### src/rtl/mem_wb_pkg.sv
// Shared types for the MEM/WB pipeline stage: payload layout, skid-buffer
// state encoding and the occupancy decode.
package mem_wb_pkg;

   localparam int DATA_W_DEF = 32;
   localparam int ADDR_W_DEF = 5;
   localparam int OCC_W      = 2;

   typedef enum logic [1:0] {
      EMPTY = 2'd0,
      ONE   = 2'd1,
      TWO   = 2'd2
   } skid_state_t;

   typedef struct packed {
      logic                  reg_write;
      logic                  mem_to_reg;
      logic [DATA_W_DEF-1:0] alu_result;
      logic [ADDR_W_DEF-1:0] write_reg;
      logic [DATA_W_DEF-1:0] read_data;
   } wb_payload_t;

   function automatic logic [OCC_W-1:0] occupancyOf(input skid_state_t s);
      case (s)
         ONE:     return 2'd1;
         TWO:     return 2'd2;
         default: return 2'd0;
      endcase
   endfunction

endpackage

### src/rtl/pipe_stage_mem_wb_if.sv
// MEM-side and WB-side handshake/payload bundle of the MEM/WB stage.
// The stage itself uses the slave view; the surrounding pipeline uses master.
interface pipe_stage_mem_wb_if
   import mem_wb_pkg::*;
#(
   parameter int DATA_W = 32,
   parameter int ADDR_W = 5
);

   logic              in_valid;
   logic              in_ready;
   logic              in_reg_write;
   logic              in_mem_to_reg;
   logic [DATA_W-1:0] in_alu_result;
   logic [ADDR_W-1:0] in_write_reg;
   logic [DATA_W-1:0] in_read_data;

   logic              out_valid;
   logic              out_ready;
   logic              out_reg_write;
   logic              out_mem_to_reg;
   logic [DATA_W-1:0] out_alu_result;
   logic [ADDR_W-1:0] out_write_reg;
   logic [DATA_W-1:0] out_read_data;
   logic [DATA_W-1:0] out_wb_data;
   logic [OCC_W-1:0]  occupancy;

   modport slave (
      input  in_valid, in_reg_write, in_mem_to_reg, in_alu_result, in_write_reg,
             in_read_data, out_ready,
      output in_ready, out_valid, out_reg_write, out_mem_to_reg, out_alu_result,
             out_write_reg, out_read_data, out_wb_data, occupancy
   );

   modport master (
      output in_valid, in_reg_write, in_mem_to_reg, in_alu_result, in_write_reg,
             in_read_data, out_ready,
      input  in_ready, out_valid, out_reg_write, out_mem_to_reg, out_alu_result,
             out_write_reg, out_read_data, out_wb_data, occupancy
   );

endinterface

### src/rtl/pipe_skid_buffer.sv
// Two-entry skid buffer: a main register driving the outputs plus one skid
// register, so inReady comes straight from a flop and never from outReady.
module pipe_skid_buffer
   import mem_wb_pkg::*;
#(
   parameter int WIDTH = 8
) (
   input  logic             clk,
   input  logic             rst_n,
   input  logic             flush,
   input  logic             inValid,
   output logic             inReady,
   input  logic [WIDTH-1:0] inData,
   output logic             outValid,
   input  logic             outReady,
   output logic [WIDTH-1:0] outData,
   output logic [OCC_W-1:0] occupancy
);

   skid_state_t      state;
   logic [WIDTH-1:0] mainQ;
   logic [WIDTH-1:0] skidQ;
   logic             inReadyQ;
   logic             inFire;
   logic             outFire;

   assign inFire  = inValid & inReadyQ;
   assign outFire = outValid & outReady;

   // inReadyQ tracks "next state is not TWO", decided in the same branch as the state.
   always_ff @(posedge clk or negedge rst_n) begin
      if (!rst_n) begin
         state    <= EMPTY;
         // NOTE: payload registers are reset as well because the stage outputs must read 0 out of reset.
         mainQ    <= '0;
         skidQ    <= '0;
         inReadyQ <= 1'b0;
      end else if (flush) begin
         state    <= EMPTY;
         inReadyQ <= 1'b1;
      end else begin
         // NOTE: non-blocking everywhere so every branch sees the pre-edge state and data.
         case (state)
            EMPTY: begin
               inReadyQ <= 1'b1;
               if (inFire) begin
                  mainQ <= inData;
                  state <= ONE;
               end
            end
            ONE: begin
               inReadyQ <= 1'b1;
               if (inFire && outFire) begin
                  mainQ <= inData;
               end else if (inFire) begin
                  skidQ    <= inData;
                  state    <= TWO;
                  inReadyQ <= 1'b0;
               end else if (outFire) begin
                  state <= EMPTY;
               end
            end
            TWO: begin
               inReadyQ <= 1'b0;
               if (outFire) begin
                  mainQ    <= skidQ;
                  state    <= ONE;
                  inReadyQ <= 1'b1;
               end
            end
            default: begin
               state    <= EMPTY;
               inReadyQ <= 1'b1;
            end
         endcase
      end
   end

   assign inReady   = inReadyQ;
   assign outValid  = (state != EMPTY);
   assign outData   = mainQ;
   assign occupancy = occupancyOf(state);

endmodule

### src/rtl/pipe_stage_mem_wb.sv
// MEM/WB pipeline register built on the skid buffer, adding the write-back
// data select and the register-0 write guard.
module pipe_stage_mem_wb
   import mem_wb_pkg::*;
#(
   parameter int DATA_W         = 32,
   parameter int ADDR_W         = 5,
   parameter bit ZERO_REG_GUARD = 1'b1
) (
   input logic                clk,
   input logic                rst_n,
   input logic                flush,
   pipe_stage_mem_wb_if.slave bus
);

   // Parameter-sized twin of wb_payload_t; identical layout at the default widths.
   typedef struct packed {
      logic              reg_write;
      logic              mem_to_reg;
      logic [DATA_W-1:0] alu_result;
      logic [ADDR_W-1:0] write_reg;
      logic [DATA_W-1:0] read_data;
   } payload_t;

   payload_t inPayload;
   payload_t mainPayload;
   logic     regZeroHit;

   assign inPayload = '{
      reg_write:  bus.in_reg_write,
      mem_to_reg: bus.in_mem_to_reg,
      alu_result: bus.in_alu_result,
      write_reg:  bus.in_write_reg,
      read_data:  bus.in_read_data
   };

   pipe_skid_buffer #(
      .WIDTH($bits(payload_t))
   ) uSkid (
      .clk      (clk),
      .rst_n    (rst_n),
      .flush    (flush),
      .inValid  (bus.in_valid),
      .inReady  (bus.in_ready),
      .inData   (inPayload),
      .outValid (bus.out_valid),
      .outReady (bus.out_ready),
      .outData  (mainPayload),
      .occupancy(bus.occupancy)
   );

   // Stale data survives a flush, so the write enable must be qualified by out_valid.
   assign regZeroHit        = ZERO_REG_GUARD && (mainPayload.write_reg == '0);
   assign bus.out_reg_write = mainPayload.reg_write & bus.out_valid & ~regZeroHit;

   assign bus.out_mem_to_reg = mainPayload.mem_to_reg;
   assign bus.out_alu_result = mainPayload.alu_result;
   assign bus.out_write_reg  = mainPayload.write_reg;
   assign bus.out_read_data  = mainPayload.read_data;
   assign bus.out_wb_data    = mainPayload.mem_to_reg ? mainPayload.read_data
                                                      : mainPayload.alu_result;

endmodule

### src/flat_wrapper.sv
// flat-port wrapper written by rule: the top's interface ports become plain ports
module pipe_stage_mem_wb_flat import mem_wb_pkg::*;
#(
   parameter int DATA_W         = 32,
   parameter int ADDR_W         = 5,
   parameter bit ZERO_REG_GUARD = 1'b1
)
  (clk, rst_n, flush, bus_in_valid, bus_in_reg_write, bus_in_mem_to_reg, bus_in_alu_result, bus_in_write_reg, bus_in_read_data, bus_out_ready, bus_in_ready, bus_out_valid, bus_out_reg_write, bus_out_mem_to_reg, bus_out_alu_result, bus_out_write_reg, bus_out_read_data, bus_out_wb_data, bus_occupancy);
  pipe_stage_mem_wb_if #(.DATA_W(DATA_W), .ADDR_W(ADDR_W)) bus_i ();
  input logic clk;
  input logic rst_n;
  input logic flush;
  input wire logic [$bits(bus_i.in_valid)-1:0] bus_in_valid;
  input wire logic [$bits(bus_i.in_reg_write)-1:0] bus_in_reg_write;
  input wire logic [$bits(bus_i.in_mem_to_reg)-1:0] bus_in_mem_to_reg;
  input wire logic [$bits(bus_i.in_alu_result)-1:0] bus_in_alu_result;
  input wire logic [$bits(bus_i.in_write_reg)-1:0] bus_in_write_reg;
  input wire logic [$bits(bus_i.in_read_data)-1:0] bus_in_read_data;
  input wire logic [$bits(bus_i.out_ready)-1:0] bus_out_ready;
  output wire logic [$bits(bus_i.in_ready)-1:0] bus_in_ready;
  output wire logic [$bits(bus_i.out_valid)-1:0] bus_out_valid;
  output wire logic [$bits(bus_i.out_reg_write)-1:0] bus_out_reg_write;
  output wire logic [$bits(bus_i.out_mem_to_reg)-1:0] bus_out_mem_to_reg;
  output wire logic [$bits(bus_i.out_alu_result)-1:0] bus_out_alu_result;
  output wire logic [$bits(bus_i.out_write_reg)-1:0] bus_out_write_reg;
  output wire logic [$bits(bus_i.out_read_data)-1:0] bus_out_read_data;
  output wire logic [$bits(bus_i.out_wb_data)-1:0] bus_out_wb_data;
  output wire logic [$bits(bus_i.occupancy)-1:0] bus_occupancy;
  assign bus_i.in_valid = bus_in_valid;
  assign bus_i.in_reg_write = bus_in_reg_write;
  assign bus_i.in_mem_to_reg = bus_in_mem_to_reg;
  assign bus_i.in_alu_result = bus_in_alu_result;
  assign bus_i.in_write_reg = bus_in_write_reg;
  assign bus_i.in_read_data = bus_in_read_data;
  assign bus_i.out_ready = bus_out_ready;
  assign bus_in_ready = bus_i.in_ready;
  assign bus_out_valid = bus_i.out_valid;
  assign bus_out_reg_write = bus_i.out_reg_write;
  assign bus_out_mem_to_reg = bus_i.out_mem_to_reg;
  assign bus_out_alu_result = bus_i.out_alu_result;
  assign bus_out_write_reg = bus_i.out_write_reg;
  assign bus_out_read_data = bus_i.out_read_data;
  assign bus_out_wb_data = bus_i.out_wb_data;
  assign bus_occupancy = bus_i.occupancy;
  pipe_stage_mem_wb #(.DATA_W(DATA_W), .ADDR_W(ADDR_W), .ZERO_REG_GUARD(ZERO_REG_GUARD)) u_core (.clk(clk), .rst_n(rst_n), .flush(flush), .bus(bus_i));
endmodule
### config.mk
export PLATFORM = sky130hd
export DESIGN_NAME = pipe_stage_mem_wb_flat
export DESIGN_NICKNAME = d
export VERILOG_FILES = /design/src/rtl/mem_wb_pkg.sv /design/src/rtl/pipe_stage_mem_wb_if.sv /design/src/rtl/pipe_skid_buffer.sv /design/src/rtl/pipe_stage_mem_wb.sv /design/src/flat_wrapper.sv
export SDC_FILE = /design/constraint.sdc
export NUM_CORES = 1
export LEC_CHECK = 0
export CORE_MARGIN = 1
export CORE_UTILIZATION = 30
export DETAILED_ROUTE_END_ITERATION = 8
export SLEW_MARGIN = 15
export SYNTH_ARGS = -nofsm -noshare
export SYNTH_HDL_FRONTEND = slang
export SYNTH_SLANG_ARGS = --single-unit
### constraint.sdc
create_clock -name clk -period 4.7 [get_ports clk]
set_clock_uncertainty 0.05 [all_clocks]
set_input_delay 0.94 -clock clk [delete_from_list [all_inputs] [get_ports clk]]
set_output_delay 0.94 -clock clk [all_outputs]
set_load 0.01 [all_outputs]
==> results.cfg, run 1 <==
[clocking]
post_cts.repair.setup_buffers = 0
clkTransAtPathRegs_ns = 0.06
cts_sinks = 145
cts.htree.levels = 4
clockBufferDepth = 2
cts_tree = yes
insertion_delay_ns = 0.41
cts_made_buffers = 17
cts_resized = 0
clockRootBuffer = clkbuf_16
holdBufCountCts = 0

[yosys]
syn_nets = 593
syn_avg_cell_area_um2 = 14.37
synth_cell_types = 24
synth_warnings = 0
synth-seq-cells = 145
synth_cells = 513
seq_area_frac_synth_pct = 49.22
syn-cell-area_um2 = 7372

[timing]
worstMarginPinSlew_ns = 1.066
fmax_ghz = 0.2995
setup_viol = 0
rsz0062_at_grt = no
min_period_over_period_pct = 71.05
hold_violations = 0
finalMaxSlewViolations = 0
period_minus_slack_ns = 3.339
finalSetupTns_ns = 0
slew_headroom_pct = 28.91

[placement]
finalWeightedCongestion = 0.7354
dp_hpwl_mm = 10.28
port_buffers = 182
dpl.cell_count = 929
placed_area_um2 = 8921

[final_layout]
design_area_um2 = 9505
final_cell_count_no_fill = 959
regArea_um2 = 3630
layout-drive-gt1-share_pct = 41.42
syn_to_final_growth_pct = 28.94
diodes = 0
nets = 704
multi_input_area_um2 = 3014
fillers = 2246
fin_util_pct = 39.32

[worst_setup_path]
r2r_end = u_core.uSkid.outData[6]$_DFFE_PN0P_
reg2reg_depth = 6
critPathMaxStageDelay_ns = 1.00
criticalPathCategory = flip-flop to output pin
arrival_ns = 2.35
cp_max_fo = 34
critical_path.top_delay_family = flip-flops
path_buf_inv = 1
r2r-start = u_core.uSkid.state[0]$_DFFE_PN0P_
startpoint_type = flip-flop
required_ns = 3.71
r2r_setup_slack_ns = 1.64
cpMaxStageDelayCell = dfrtp_2
critPathCaptureType = output pin
crit_chain = mux2_2 > clkdlybuf4s50_1

[routing]
drc = 0
first_pass_iters = 4
drtIter0Drc = 116
vias = 4285
routed_via_density = 4.468
wl_mm = 15.99
routedWlPerCell_um = 16.68
antenna_left = 0

[global_route]
grt_antenna_before_repair = 0
grt_overflow = 0
grt_pass1_vias = 4765
track_usage_pct = 13.40
grt_max_degree = 92
grt_pass1_wl_mm = 26.23

[pwr]
power.density_nw_per_um2 = 700.0
ir_drop_mv = 0.3164
power_leakage_nw = 3.845
p_total_mw = 6.654

[min_path]
holdPathEnd = u_core.uSkid.skidQ[55]$_DFFE_PN0P_
holdCritStartpoint = u_core.uSkid.skidQ[55]$_DFFE_PN0P_
hold_depth = 1
hold_class = flip-flop to flip-flop

[floorplanning]
die-area_um2 = 25200
die_w_um = 158.8
pin_count = 183
initial_core_util_pct = 30.49
rows = 57
core_area_um2 = 24180
die_h_um = 158.8

[outcome]
status = finished, final reports clean

[flow_run]
maxCapViolCount = 0
[cell families after synthesis]
logic type                 after synthesis  synth area share (%)
buffers and inverters                   98                 10.06
adders and majority gates                4                0.6789
muxes                                  247                 38.07
DFF                                    145                 49.22
and+or+nand+nor                         11                 1.205
AOI/OAI and AO/OA                        8                0.7637
[worst max-delay path by stage]
stage / start / end / slack (ns) / cells after the start
final: u_core.uSkid.outData[69]$_DFFE_PN0P_ / bus_out_wb_data[9] / 1.36 / 2
after global routing: u_core.uSkid.outData[69]$_DFFE_PN0P_ / bus_out_wb_data[22] / 1.21 / 2
after CTS: u_core.uSkid.outData[69]$_DFFE_PN0P_ / bus_out_wb_data[9] / 1.26 / 2
after detailed placement: bus_in_valid / u_core.uSkid.outData[52]$_DFFE_PN0P_ / 1.13 / 6
after global placement: bus_in_valid / u_core.uSkid.outData[48]$_DFFE_PN0P_ / 1.16 / 6
after floorplan: u_core.uSkid.outData[69]$_DFFE_PN0P_ / bus_out_wb_data[0] / 2.37 / 3
[flip-flops by register name (all words and copies together), names as in the netlist]
signal / count
u_core.uSkid.outData: 71
u_core.uSkid.inReady: 1
u_core.uSkid.skidQ: 71
u_core.uSkid.state: 2
[synth_stat cells, drive strengths merged]
| library cell | number | area [um2] |
|---|---|---|
| a21boi | 2 | 15.01 |
| a31oi | 2 | 12.51 |
| buf | 91 | 715.7 |
| clkbuf | 4 | 15.01 |
| dfrtp | 145 | 3628 |
| ha | 4 | 50.05 |
| inv | 3 | 11.26 |
| mux2 | 246 | 2796 |
| mux2i | 1 | 10.01 |
| nand2 | 2 | 7.510 |
| nand2b | 1 | 13.76 |
| nand3 | 1 | 17.52 |
| nor2 | 3 | 11.26 |
| nor3 | 1 | 16.27 |
| o21ai | 2 | 10.01 |
| o311a | 1 | 10.01 |
| o32ai | 1 | 8.760 |
| or3 | 1 | 6.260 |
| or3b | 1 | 8.760 |
| or4 | 1 | 7.510 |
[where the power goes]
group	switching, mW	internal (mW)	leakage, nW
clock	0.519	0.842	0.282
sequential	0.471	1.89	1.73
combinational	1.03	1.91	1.84
[metal layers]
metal | vias to the layer above | share of wire, % | global-route usage (%) | routed length, um
met2 | 123 | 49 | 22.39 | 7757
met3 | 11 | 6.0 | 4.545 | 952
li1 | 1967 | - | - | -
met5 | - | 0 | 0 | 0
met1 | 2184 | 45 | 16.34 | 7138
met4 | 0 | 0.90 | 3.707 | 144
[final cells by class]
type / instances / area share (%)
inverters: 3 / 0.1185
clock buffers: 20 / 4.699
flip-flops and latches: 145 / 38.19
multi-input cells: 270 / 31.71
clock inverters: 10 / 1.448
repair buffers: 187 / 19.57
well taps: 324 / 4.265
[cells in the final DEF (no fill, tap or decap), types with 3 or more instances in the layout]
cell	count
nor2_1	3
clkinv_2	3
ha_1	3
clkdlybuf4s50_1	181
clkbuf_16	17
buf_4	5
mux2_4	7
dfrtp_1	144
mux2_1	23
bufinv_16	3
mux2_2	216
inv_1	3
[stage by stage]
| stage | setup WS (ns) | hold WS [ns] |
|---|---|---|
| after floorplan | 2.370 | 0.4022 |
| after global placement | 1.161 | 0.4110 |
| after detailed placement | 1.127 | 0.4230 |
| after CTS | 1.260 | 0.4368 |
| after global routing | 1.213 | 0.4500 |
| final | 1.361 | 0.4312 |
Note: power is estimated with default switching activity, not from simulation.
==> run 2, diff against run 1 <==
==> constraint.sdc (replaced) <==
create_clock -name clk -period 3.4 [get_ports clk]
set_clock_uncertainty 0.05 [all_clocks]
set_input_delay 0.68 -clock clk [delete_from_list [all_inputs] [get_ports clk]]
set_output_delay 0.68 -clock clk [all_outputs]
set_load 0.01 [all_outputs]
==> results.cfg, run 2 (same netlist as run 1, synthesis figures left out) <==
[outcome]
status = finished, final reports clean

[flow_run]
maxCapViolCount = 0

[routing]
routedWlPerCell_um = 16.83
antenna_left = 0
vias = 4289
wl_mm = 16.22
first_pass_iters = 6
routed_via_density = 4.449
drtIter0Drc = 125
drc = 0

[timing]
rsz0062_at_grt = no
period_minus_slack_ns = 2.962
fin_ws_ns = 0.4383
fmax_ghz = 0.3376
finalSetupTns_ns = 0
slew_headroom_pct = 58.07
setup_viol = 0
min_period_over_period_pct = 87.11
finalMaxSlewViolations = 0
hold_violations = 0
worstMarginPinSlew_ns = 0.6289

[worst_setup_path]
r2r_end = u_core.uSkid.outData[50]$_DFFE_PN0P_
critPathMaxStageDelay_ns = 0.71
criticalPathCategory = flip-flop to output pin
startpoint_type = flip-flop
crit_chain = buf_12 > mux2_2 > clkdlybuf4s50_1
r2r-start = u_core.uSkid.state[0]$_DFFE_PN0P_
arrival_ns = 2.23
required_ns = 2.67
critPathCaptureType = output pin
r2r_setup_slack_ns = 0.82
reg2reg_depth = 5
cp_max_fo = 18
cpMaxStageDelayCell = dfrtp_2

[clocking]
cts_resized = 0
clockBufferDepth = 2
holdBufCountCts = 0
cts_sinks = 145
cts_tree = yes
clockRootBuffer = clkbuf_16
cts_made_buffers = 17
insertion_delay_ns = 0.41
clkTransAtPathRegs_ns = 0.07
post_cts.repair.setup_buffers = 0
cts.htree.levels = 4

[final_layout]
syn_to_final_growth_pct = 30.50
final_common_cell = mux2_2
final_cell_mix = 216 x mux2_2, 181 x clkdlybuf4s50_1, 144 x dfrtp_1, 23 x mux2_1, 17 x clkbuf_16
fin_util_pct = 39.79
regArea_um2 = 3630
fillers = 2225
layout-drive-gt1-share_pct = 42.19
diodes = 0
multi_input_area_um2 = 3014
nets = 707

[placement]
finalWeightedCongestion = 0.7708
port_buffers = 182
dp_hpwl_mm = 10.88
dp_slack_ns = 0.7058

[global_route]
grt_overflow = 0
grt_max_degree = 70
grt_pass1_vias = 4718
grt_antenna_before_repair = 0
grt_pass1_wl_mm = 26.37
track_usage_pct = 13.37

[min_path]
hold_class = input pin to async pin

[floorplanning]
initial_core_util_pct = 30.49
pin_count = 183
die_w_um = 158.8
die_h_um = 158.8
rows = 57
core_area_um2 = 24180
die-area_um2 = 25200

[pwr]
p_total_mw = 9.392
power_leakage_nw = 3.896
ir_drop_mv = 0.4323
power.density_nw_per_um2 = 976.2
[run 2: changes by cell type in the layout (fill, tap and decap cells not counted)]
cell	previous run	this run
clkinv_4	2	3
clkinvlp_4	2	3
inv_6	0	4
buf_4	5	4
clkinv_2	3	0
buf_12	0	4
clkbuf_1	2	0
clkbuf_8	1	2
[run 2: critical path: cells and delay by family, from the launching register on]
family,cells,cell delay [ns]
buf+inv,2,0.74
flops,1,0.71
mux,1,0.35
[run 2: area by class of cell]
cell class | count | share of cell area [%]
clock buffers | 19 | 4.708
clock inverters | 13 | 1.808
inverters | 3 | 0.1171
multi-input cells | 270 | 31.33
flip-flops and latches | 145 | 37.73
well taps | 324 | 4.214
repair buffers | 190 | 20.09
[run 2: where the power goes]
| group | total [mW] | leakage [nW] | internal (mW) | switching (mW) |
|---|---|---|---|---|
| sequential | 3.22 | 1.73 | 2.61 | 0.613 |
| combinational | 4.17 | 1.87 | 2.68 | 1.49 |
| clock | 2.00 | 0.297 | 1.21 | 0.787 |
[run 2: worst max-delay path by stage]
| stage | startpoint | endpoint | slack, ns |
|---|---|---|---|
| floorplan | u_core.uSkid.outData[69]$_DFFE_PN0P_ | bus_out_wb_data[0] | 1.33 |
| global placement | bus_in_valid | u_core.uSkid.skidQ[38]$_DFFE_PN0P_ | 0.76 |
| detailed placement | bus_in_valid | u_core.uSkid.skidQ[39]$_DFFE_PN0P_ | 0.71 |
| CTS | u_core.uSkid.outData[69]$_DFFE_PN0P_ | bus_out_wb_data[9] | 0.37 |
| global route | u_core.uSkid.state[0]$_DFFE_PN0P_ | bus_occupancy[1] | 0.30 |
| finish | u_core.uSkid.outData[69]$_DFFE_PN0P_ | bus_out_wb_data[29] | 0.44 |
[run 2: metrics by stage]
step / std cells / hold slack [ns] / cell area [um2]
2_1_floorplan: 513 / 0.3344 / 7372
3_3_place_gp: 932 / 0.4115 / 8994
3_5_place_dp: 932 / 0.4205 / 8994
4_1_cts: 964 / 0.1548 / 9620
5_1_grt: 964 / 0.1694 / 9620
6_report: 964 / 0.1433 / 9620
[run 2: routing by layer]
layer / GRT usage [%] / up-vias / share of wire [%]
met4: 3.972 / 0 / 0.83
li1: - / 1983 / -
met2: 21.63 / 115 / 48
met5: 0 / - / 0
met1: 16.77 / 2183 / 45
met3: 4.519 / 8 / 6.0
